## src/rtl/dma_pkg.sv

```systemverilog
// Shared definitions for the DMA RAM arbiter: requester indices, lock-owner encoding
// and the statistics counter width with its saturating increment helper.
package dma_pkg;

    localparam int REQ_DMA = 0;
    localparam int REQ_CPU = 1;
    localparam int STAT_W  = 16;

    typedef enum logic [1:0] {
        LK_NONE = 2'd0,
        LK_DMA  = 2'd1,
        LK_CPU  = 2'd2
    } lock_e;

    function automatic logic [STAT_W-1:0] sat_inc(input logic [STAT_W-1:0] value, input logic en);
        return (en && (value != '1)) ? value + STAT_W'(1) : value;
    endfunction

endpackage

```

## src/rtl/dma_ram_burst_counter.sv

```systemverilog
// Counts consecutive locked grants to one owner and flags the grant that reaches maxBurst,
// so the arbiter can refuse to extend the lock past that point.
module dma_ram_burst_counter #(
    parameter int maxBurst = 16
) (
    input  logic clock,
    input  logic reset,
    input  logic locked_grant_i,
    input  logic continue_i,
    output logic limit_o
);

    localparam int CW = $clog2(maxBurst + 1);

    logic [CW-1:0] cnt_q, cnt_d;

    // NOTE: every combinational output gets a default first, so no latch can be inferred.
    always_comb begin
        cnt_d = '0;
        if (locked_grant_i) begin
            // A grant that does not extend the running lock starts a fresh burst.
            cnt_d = continue_i ? cnt_q + CW'(1) : CW'(1);
        end
    end

    assign limit_o = (cnt_d == CW'(maxBurst));

    // NOTE: sequential state is written with non-blocking assignments only.
    always_ff @(posedge clock) begin
        if (reset) begin
            cnt_q <= '0;
        end else begin
            cnt_q <= cnt_d;
        end
    end

endmodule

```

## src/rtl/dma_ram_arbiter.sv

```systemverilog
// Arbitrates one shared synchronous RAM port between the DMA engine (0) and the CPU (1).
// Define DMA_RAM_ARBITER_STATS_EN to add saturating grant/conflict statistics outputs.
module dma_ram_arbiter
    import dma_pkg::*;
#(
    parameter int bitwidth    = 32,
    parameter int nrOfEntries = 512,
    parameter int maxBurst    = 16
) (
    input  logic                           clock,
    input  logic                           reset,
    input  logic                           req0,
    input  logic                           req1,
    input  logic                           lock0,
    input  logic                           lock1,
    input  logic                           we0,
    input  logic                           we1,
    input  logic [$clog2(nrOfEntries)-1:0] addr0,
    input  logic [$clog2(nrOfEntries)-1:0] addr1,
    input  logic [bitwidth-1:0]            wdata0,
    input  logic [bitwidth-1:0]            wdata1,
    output logic                           grant0,
    output logic                           grant1,
    output logic                           rvalid0,
    output logic                           rvalid1,
    output logic [bitwidth-1:0]            rdata0,
    output logic [bitwidth-1:0]            rdata1,
    output logic                           memWriteEnable,
    output logic [$clog2(nrOfEntries)-1:0] memAddress,
    output logic [bitwidth-1:0]            memDataIn,
    input  logic [bitwidth-1:0]            memDataOut
`ifdef DMA_RAM_ARBITER_STATS_EN
    ,
    output logic [STAT_W-1:0]              grantCount0,
    output logic [STAT_W-1:0]              grantCount1,
    output logic [STAT_W-1:0]              conflictCount
`endif
);

    lock_e lock_q, lock_d;
    logic  last_grant_q, last_grant_d;
    logic  rvalid0_q, rvalid1_q;
    logic  locked_grant, lock_continue, burst_limit;

    always_ff @(posedge clock) begin
        if (reset) begin
            lock_q       <= LK_NONE;
            last_grant_q <= 1'(REQ_CPU);
            rvalid0_q    <= 1'b0;
            rvalid1_q    <= 1'b0;
        end else begin
            lock_q       <= lock_d;
            last_grant_q <= last_grant_d;
            rvalid0_q    <= grant0 & ~we0;
            rvalid1_q    <= grant1 & ~we1;
        end
    end

    always_comb begin
        grant0 = 1'b0;
        grant1 = 1'b0;
        if (!reset) begin
            if (lock_q == LK_DMA && req0) begin
                grant0 = 1'b1;
            end else if (lock_q == LK_CPU && req1) begin
                grant1 = 1'b1;
            end else if (req0 && req1) begin
                // Tie goes to whoever was not served last.
                grant0 = last_grant_q;
                grant1 = ~last_grant_q;
            end else begin
                grant0 = req0;
                grant1 = req1;
            end
        end
    end

    assign locked_grant  = (grant0 & lock0) | (grant1 & lock1);
    assign lock_continue = (grant0 && lock_q == LK_DMA) || (grant1 && lock_q == LK_CPU);

    always_comb begin
        lock_d       = LK_NONE;
        last_grant_d = last_grant_q;
        if (grant0 && lock0 && !burst_limit) begin
            lock_d = LK_DMA;
        end else if (grant1 && lock1 && !burst_limit) begin
            lock_d = LK_CPU;
        end
        if (grant0) begin
            last_grant_d = 1'(REQ_DMA);
        end else if (grant1) begin
            last_grant_d = 1'(REQ_CPU);
        end
    end

    dma_ram_burst_counter #(
        .maxBurst(maxBurst)
    ) u_burst (
        .clock         (clock),
        .reset         (reset),
        .locked_grant_i(locked_grant),
        .continue_i    (lock_continue),
        .limit_o       (burst_limit)
    );

    always_comb begin
        memWriteEnable = 1'b0;
        memAddress     = '0;
        memDataIn      = '0;
        if (grant0) begin
            memWriteEnable = we0;
            memAddress     = addr0;
            memDataIn      = wdata0;
        end else if (grant1) begin
            memWriteEnable = we1;
            memAddress     = addr1;
            memDataIn      = wdata1;
        end
    end

    // Read data of an access granted just before reset is dropped, not delivered.
    assign rvalid0 = rvalid0_q & ~reset;
    assign rvalid1 = rvalid1_q & ~reset;
    assign rdata0  = rvalid0 ? memDataOut : '0;
    assign rdata1  = rvalid1 ? memDataOut : '0;

`ifdef DMA_RAM_ARBITER_STATS_EN
    logic [STAT_W-1:0] grant_cnt0_q, grant_cnt1_q, conflict_cnt_q;

    always_ff @(posedge clock) begin
        if (reset) begin
            grant_cnt0_q   <= '0;
            grant_cnt1_q   <= '0;
            conflict_cnt_q <= '0;
        end else begin
            grant_cnt0_q   <= sat_inc(grant_cnt0_q, grant0);
            grant_cnt1_q   <= sat_inc(grant_cnt1_q, grant1);
            conflict_cnt_q <= sat_inc(conflict_cnt_q, req0 & req1);
        end
    end

    assign grantCount0   = grant_cnt0_q;
    assign grantCount1   = grant_cnt1_q;
    assign conflictCount = conflict_cnt_q;
`endif

endmodule
```

## config.mk

```make
export PLATFORM = sky130hd
export DESIGN_NAME = dma_ram_arbiter
export DESIGN_NICKNAME = d
export VERILOG_FILES = /design/src/rtl/dma_pkg.sv /design/src/rtl/dma_ram_burst_counter.sv /design/src/rtl/dma_ram_arbiter.sv
export SDC_FILE = /design/constraint.sdc
export NUM_CORES = 1
export LEC_CHECK = 0
export CAP_MARGIN = 10
export CORE_AREA = 2 2 89 91
export DETAILED_ROUTE_END_ITERATION = 10
export DIE_AREA = 0 0 91 93
export GPL_TIMING_DRIVEN = 1
export HOLD_SLACK_MARGIN = 0.03
export MAX_ROUTING_LAYER = met4
export PLACE_DENSITY = 0.71
export SLEW_MARGIN = 30
export SYNTH_ARGS = -nofsm -noshare
export SYNTH_HDL_FRONTEND = slang
export SYNTH_SLANG_ARGS = --single-unit
```

## constraint.sdc

```tcl
create_clock -name clock -period 2 [get_ports clock]
set_clock_uncertainty 0.2 [all_clocks]
set_input_delay 0.4 -clock clock [delete_from_list [all_inputs] [get_ports clock]]
set_output_delay 0.4 -clock clock [all_outputs]
set_load 0.02 [all_outputs]
```

==> impl_metrics.csv, run 1 <==
group,metric,value,unit
synth,yosys.area_share.simple,40.9,%
drt,route.detailed.drc,0,
final_layout,multi_input_area,1170,sq um
global_routing,first_global_vias,2420,
floorplan,io_pins,232,
critical_path,critPathBufInv,2,
drt,wl,8720,microns
sta,fin_hold_ws,0.309,ns
placement,gp_congestion,0.761,
clock_network,cts_root_buf,"clkbuf_8",
clock_network,hold_buffers,0,
final_layout,final_nets,547,
floorplan,die_h,93,microns
floorplan,row_count,32,
clock_network,numClockSinks,10,
global_routing,grt_usage,18.9,%
critical_path,startpoint,"lock_q[0]$_SDFF_PP0_",
floorplan,start_util,18.1,%
sta,rsz0062_at_grt,"true",
final_layout,fin_area,3920,sq um
synth,ys_seq_area_share,14.7,%
floorplan,die_x,91,microns
placement,portBuffers,231,
critical_path,required,1.40,ns
clock_network,insertion_delay,0.23,ns
sta,worstMarginPinSlew,0.291,ns
global_routing,grt-ovfl-total,0,
sta,fin_crit,2.29,ns
final_layout,layout_commonest_cell,"clkdlybuf4s50_1",
critical_path,crit_path_end_kind,"primary output",
drt,antenna_left,0,
synth,yosysWarningCount,0,
sta,slew_viol_final,0,
clock_network,htree_levels,1,
final_layout,fill_cells,755,
critical_path,cp_max_fo,17,
critical_path,crit_type,"flop to primary output",
drt,dr.pass1.iters,4,
drt,vias,2297,
pwr,powerDensity,294,nW/um^2
critical_path,path_cells,"nand2b_4 -> a211o_1 -> nor2b_4 -> buf_12 -> a22o_4 -> buf_2",
critical_path,crit_path_end,"memAddress[1]",
drt,drt-initial-drc-count,55,
synth,syn_avg_cell_area,7.72,sq um
pwr,p_total,1.15,mW
pwr,p_leak,1.88,nW
synth,synth_area_leader_cell,"and2_1",
global_routing,antenna_found_initial,0,
critical_path,ff2ff_path_depth,6,
final_layout,drive_gt1_share,38.2,%
synth,synth_fa_ha_area_share,0.921,%
synth,muxShareOfSynthArea,0,%
synth,ys_ff_latch,10,
clock_network,cts_tree,"done",
critical_path,arrival,1.69,ns
placement,place_area,3950,sq um
placement,dp_hpwl,6750,microns
synth,synth_cells,176,
drt,wl_per_cell,16.6,microns
final_layout,ff_latch_area,203,sq um
run_status,violations,"negative setup slack",
critical_path,r2r_setup_slack,0.30,ns
critical_path,setup.worst_path.start_class,"flop",
clock_network,clkSlewWorstSetupHoldPaths,0.04,ns
sta,finalSetupTns,-11.14,ns
run_status,status,"complete, but fails checks",
flow_run,cap_violations,0,
final_layout,antenna-diode-count,0,
clock_network,cts_max_path_buffers,2,
sta,relSlewSlack,80.5,%
final_layout,mostFrequentLayoutCells,"118 x clkdlybuf4s50_1, 63 x and2_1, 58 x buf_2",
sta,post-route-period-util,114,%
synth,synthXorXnorAreaFrac,1.93,%
synth,synth_top_family_by_area,"simple AND/OR/NAND/NOR gates",
sta,hold_viol_final,0,
floorplan,core,7530,sq um
drt,drt-vias-per-instance,4.38,
critical_path,cpMaxStageDelayCell,"dfxtp_2",
critical_path,crit_cells,6,
synth,synth_cell_type_count,28,
global_routing,grt_max_degree,34,
critical_path,reg2reg_from,"lock_q[0]$_SDFF_PP0_",
final_layout,syn_to_final_growth,188,%
critical_path,cp_slowest_stage_delay,0.31,ns
synth,syn_nets,299,
synth,synth_area_leaders,"and2_1 29%, a22o_1 27%, dfxtp_1 15%, buf_6 4.1%, nor2b_1 3.7%",
synth,synth_compound_area_share,33.4,%
sta,fin_ws,-0.286,ns
synth,syn_area,1360,sq um
critical_path,path_delay_family,"compound AO/OA/AOI/OAI gates",
floorplan,die_area,8460,sq um
sta,fmaxAchievable,438,MHz
synth,synth_top_area_share,29.5,%
global_routing,grt_first_pass_wirelength,12600,microns
pwr,vdd_drop_max,169,uV
worst_hold_path,worstHoldPathType,"flop to flop",
sta,setup_viol,44,
clock_network,numCtsBuffers,3,
critical_path,r2r_end,"u_burst.cnt_q[0]$_SDFF_PP0_",
[final cells by class]
type / instances / share of cell area [%]
repair buffers: 258 / 60.4
multi-input cells: 148 / 29.8
flip-flops and latches: 10 / 5.18
well taps: 102 / 3.26
clock buffers: 3 / 1.05
inverters: 3 / 0.288
[kinds of logic (layout without fill, tap and decap cells)]
logic type	after synthesis	after routing
compound gates	55	55
simple gates	89	89
xor+xnor	3	3
fa+ha+maj	1	1
flops	10	10
buf+inv	18	264
[sequential cells by signal (all words and copies together), names as in the netlist]
register       flops
last_grant_q       1
lock_q             2
u_burst.cnt_q      5
rvalid1_q          1
rvalid0_q          1
[cells in the mapped netlist (all sizes together)]
master   count
nor2b        8
dfxtp       10
nand3        2
or2          1
clkbuf       6
xor2         1
nand2        5
nand2b       4
buf          9
nand3b       1
or3b         1
nand4b       1
and2        64
nor4b        1
o2111ai      1
a22o        42
ha           1
a21oi        7
nor2         1
xnor2        2
o22ai        1
inv          3
a211o        2
a21o         1
a22oi        1
[where the power goes]
group | internal [mW] | total, mW | switching [mW]
combinational | 0.452 | 0.743 | 0.290
clock | 0.131 | 0.199 | 0.0677
sequential | 0.207 | 0.211 | 0.00469
[what timing repair did]
action	in CTS	in global routing
setup buffers	7	0
endpoints found under the setup margin	110	94
cloned	4	2
gates resized for setup	468	74
pin swaps	16	7
[stage by stage]
step           worst slack (ns)  util [%]  std cells
2_1_floorplan         -0.000916         -        176
3_3_place_gp             -0.915      52.4        509
3_5_place_dp             -0.928      52.4        509
6_report                 -0.286      52.0        524
4_1_cts                  -0.335      55.1        523
5_1_grt                  -0.348      52.0        524
[how the worst min path moves through the flow]
stage / to / cells after the start / startpoint
after floorplan: u_burst.cnt_q[0]$_SDFF_PP0_ / 1 / u_burst.cnt_q[0]$_SDFF_PP0_
after global placement: u_burst.cnt_q[0]$_SDFF_PP0_ / 1 / u_burst.cnt_q[0]$_SDFF_PP0_
after detailed placement: u_burst.cnt_q[0]$_SDFF_PP0_ / 1 / u_burst.cnt_q[0]$_SDFF_PP0_
after CTS: u_burst.cnt_q[0]$_SDFF_PP0_ / 1 / u_burst.cnt_q[0]$_SDFF_PP0_
after global routing: last_grant_q$_SDFFE_PP1P_ / 3 / reset
final: u_burst.cnt_q[0]$_SDFF_PP0_ / 1 / u_burst.cnt_q[0]$_SDFF_PP0_
[per-layer routing]
layer	vias up	GRT usage, %	wire [microns]
met5	-	-	0
met4	0	4.42	116
met3	8	3.87	660
met2	133	36.2	4680
met1	1038	20.0	3260
li1	1118	-	-
Power figures use the tool's default switching activity.
==> run 2, diff against run 1 <==
Settings changed: SLEW_MARGIN 30 to 15.
==> results of run 2 <==
Final layout, timing and power as in run 1 (identical DEF).
==> run 3, diff against run 2 <==
Settings changed: GPL_TIMING_DRIVEN 1 to unset, PLACE_DENSITY 0.71 to 0.75.
==> impl_metrics.csv, run 3 (synthesis gave the netlist of run 1 again) <==
group,metric,value,unit
flow_run,cap_violations,0,
global_routing,first_global_vias,2573,
critical_path,arrival,1.78,ns
placement,placedCellCount,507,
pwr,powerDensity,281,nW/um^2
critical_path,required,1.40,ns
drt,wl_per_cell,17.4,microns
drt,dr.pass1.iters,4,
global_routing,grt_usage,21.3,%
clock_network,cts_root_buf,"clkbuf_8",
critical_path,crit_path_end_kind,"primary output",
sta,setup_viol,44,
final_layout,final_cells,540,
clock_network,insertion_delay,0.23,ns
critical_path,critPathBufInv,3,
clock_network,numCtsBuffers,3,
global_routing,antenna_found_initial,0,
run_status,violations,"negative setup slack",
pwr,p_sw,0.400,mW
pwr,intPower,0.898,mW
critical_path,path_delay_family,"compound AO/OA/AOI/OAI gates",
sta,relSlewSlack,78.6,%
global_routing,use_met3,4.43,%
floorplan,start_util,18.1,%
final_layout,fill_cells,660,
clock_network,htree_levels,1,
critical_path,cpMaxStageDelayCell,"dfxtp_2",
final_layout,multi_input_area,1230,sq um
critical_path,cp_max_fo,6,
pwr,combPwrFrac,68.5,%
critical_path,cp_slowest_stage_delay,0.32,ns
global_routing,use_met2,38.2,%
critical_path,path_cells,"nand2b_4 -> a211o_1 -> nor2b_4 -> buf_12 -> buf_16 -> a22o_1 -> buf_6",
final_layout,reg_top3,"u_burst.cnt_q (5), lock_q (2)",
drt,antenna_left,0,
final_layout,ff_latch_area,203,sq um
run_status,status,"complete, but fails checks",
pwr,clkPwrFrac,15.2,%
final_layout,layout_commonest_cell,"clkdlybuf4s50_1",
floorplan,io_pins,232,
sta,fin_crit,2.38,ns
sta,post-route-period-util,119,%
drt,drt-initial-drc-count,47,
pwr,p_sw_share,30.8,%
placement,dp_hpwl,6140,microns
worst_hold_path,worstHoldPathType,"flop to flop",
sta,fmaxAchievable,420,MHz
critical_path,crit_type,"flop to primary output",
pwr,p_leak,2.12,nW
global_routing,grt_max_degree,23,
drt,route.detailed.drc,0,
final_layout,mostFrequentLayoutCells,"118 x clkdlybuf4s50_1, 73 x buf_6, 38 x and2_1",
sta,slew_viol_final,0,
global_routing,grt-ovfl-total,0,
critical_path,setup.worst_path.start_class,"flop",
floorplan,row_count,32,
sta,rsz0062_at_grt,"true",
pwr,vdd_drop_max,195,uV
final_layout,final_nets,563,
final_layout,antenna-diode-count,0,
drt,vias,2502,
clock_network,cts_max_path_buffers,2,
sta,hold_viol_final,0,
drt,drt-vias-per-instance,4.63,
floorplan,die_h,93,microns
final_layout,largest_register_ffs,5,
floorplan,die_area,8460,sq um
global_routing,grt_first_pass_wirelength,13900,microns
clock_network,numClockSinks,10,
global_routing,grt_util_met1,24.6,%
placement,gp_congestion,0.864,
placement,place_area,3940,sq um
clock_network,cts_tree,"done",
floorplan,die_x,91,microns
final_layout,regMostFlops,"u_burst.cnt_q",
sta,worstMarginPinSlew,0.316,ns
final_layout,fin_area,4620,sq um
final_layout,syn_to_final_growth,240,%
pwr,p_seq_share,16.3,%
clock_network,hold_buffers,0,
drt,wl,9420,microns
global_routing,busiest_layer,"met2",
placement,portBuffers,231,
clock_network,clkSlewWorstSetupHoldPaths,0.04,ns
floorplan,core,7530,sq um
sta,fin_ws,-0.380,ns
final_layout,drive_gt1_share,46.1,%
-- run 3: cell types whose count changed in the layout (fill, tap and decap cells not counted), moves of 4 or more --
cell and delta:
and2_1 -25, clkbuf_2 -8, buf_8 +4, and2_4 +25, buf_2 -37, buf_6 +33
buf_12 +4, buf_4 +9, buf_16 +10
-- run 3: final timing paths --
check	startpoint	endpoint	slack, ns	cells after the start
worst min-delay path	u_burst.cnt_q[0]$_SDFF_PP0_	u_burst.cnt_q[0]$_SDFF_PP0_	0.32	1
worst min register to register	u_burst.cnt_q[0]$_SDFF_PP0_	u_burst.cnt_q[0]$_SDFF_PP0_	0.32	1
worst max register to register	lock_q[0]$_SDFF_PP0_	u_burst.cnt_q[0]$_SDFF_PP0_	0.22	7
worst max-delay path	lock_q[0]$_SDFF_PP0_	memDataIn[5]	-0.38	7
-- run 3: per-layer routing --
| layer | vias up | wire, microns |
|---|---|---|
| li1 | 1167 | - |
| met1 | 1143 | 3480 |
| met2 | 174 | 4930 |
| met3 | 18 | 866 |
| met4 | 0 | 150 |
| met5 | - | 0 |
-- run 3: metrics by stage --
step	TNS, ns	setup slack [ns]	hold WS (ns)	utilization, %	power [mW]
global route	-17.40	-0.436	0.358	61.4	1.36
floorplan	-0.0275	-0.000916	0.269	-	0.478
finish	-15.05	-0.380	0.315	61.4	1.30
global placement	-83.84	-0.922	0.296	52.3	0.919
CTS	-15.08	-0.376	0.305	59.9	1.28
detailed placement	-84.92	-0.928	0.293	52.3	0.925
-- run 3: timing repair --
item | 4_1_cts | 5_1_grt
hold endpoints to repair | 0 | 0
pin swaps | 28 | 22
setup endpoints to repair | 110 | 89
cloned | 14 | 1
buffers inserted | 13 | 5
gates resized for setup | 606 | 58
-- run 3: power groups by stage --
stage | Sequential, mW | Combinational, mW | Clock, mW
2_1_floorplan | 0.213 | 0.264 | 0
3_3_place_gp | 0.214 | 0.705 | 0
3_5_place_dp | 0.214 | 0.711 | 0
4_1_cts | 0.211 | 0.869 | 0.201
5_1_grt | 0.213 | 0.933 | 0.211
6_report | 0.212 | 0.889 | 0.197
-- run 3: final cells by class --
class                   instances  share of cell area (%)
clock buffers                   3                   0.893
inverters                       3                   0.244
multi-input cells             148                    26.7
flip-flops and latches         10                    4.39
well taps                     102                    2.76
repair buffers                274                    65.1
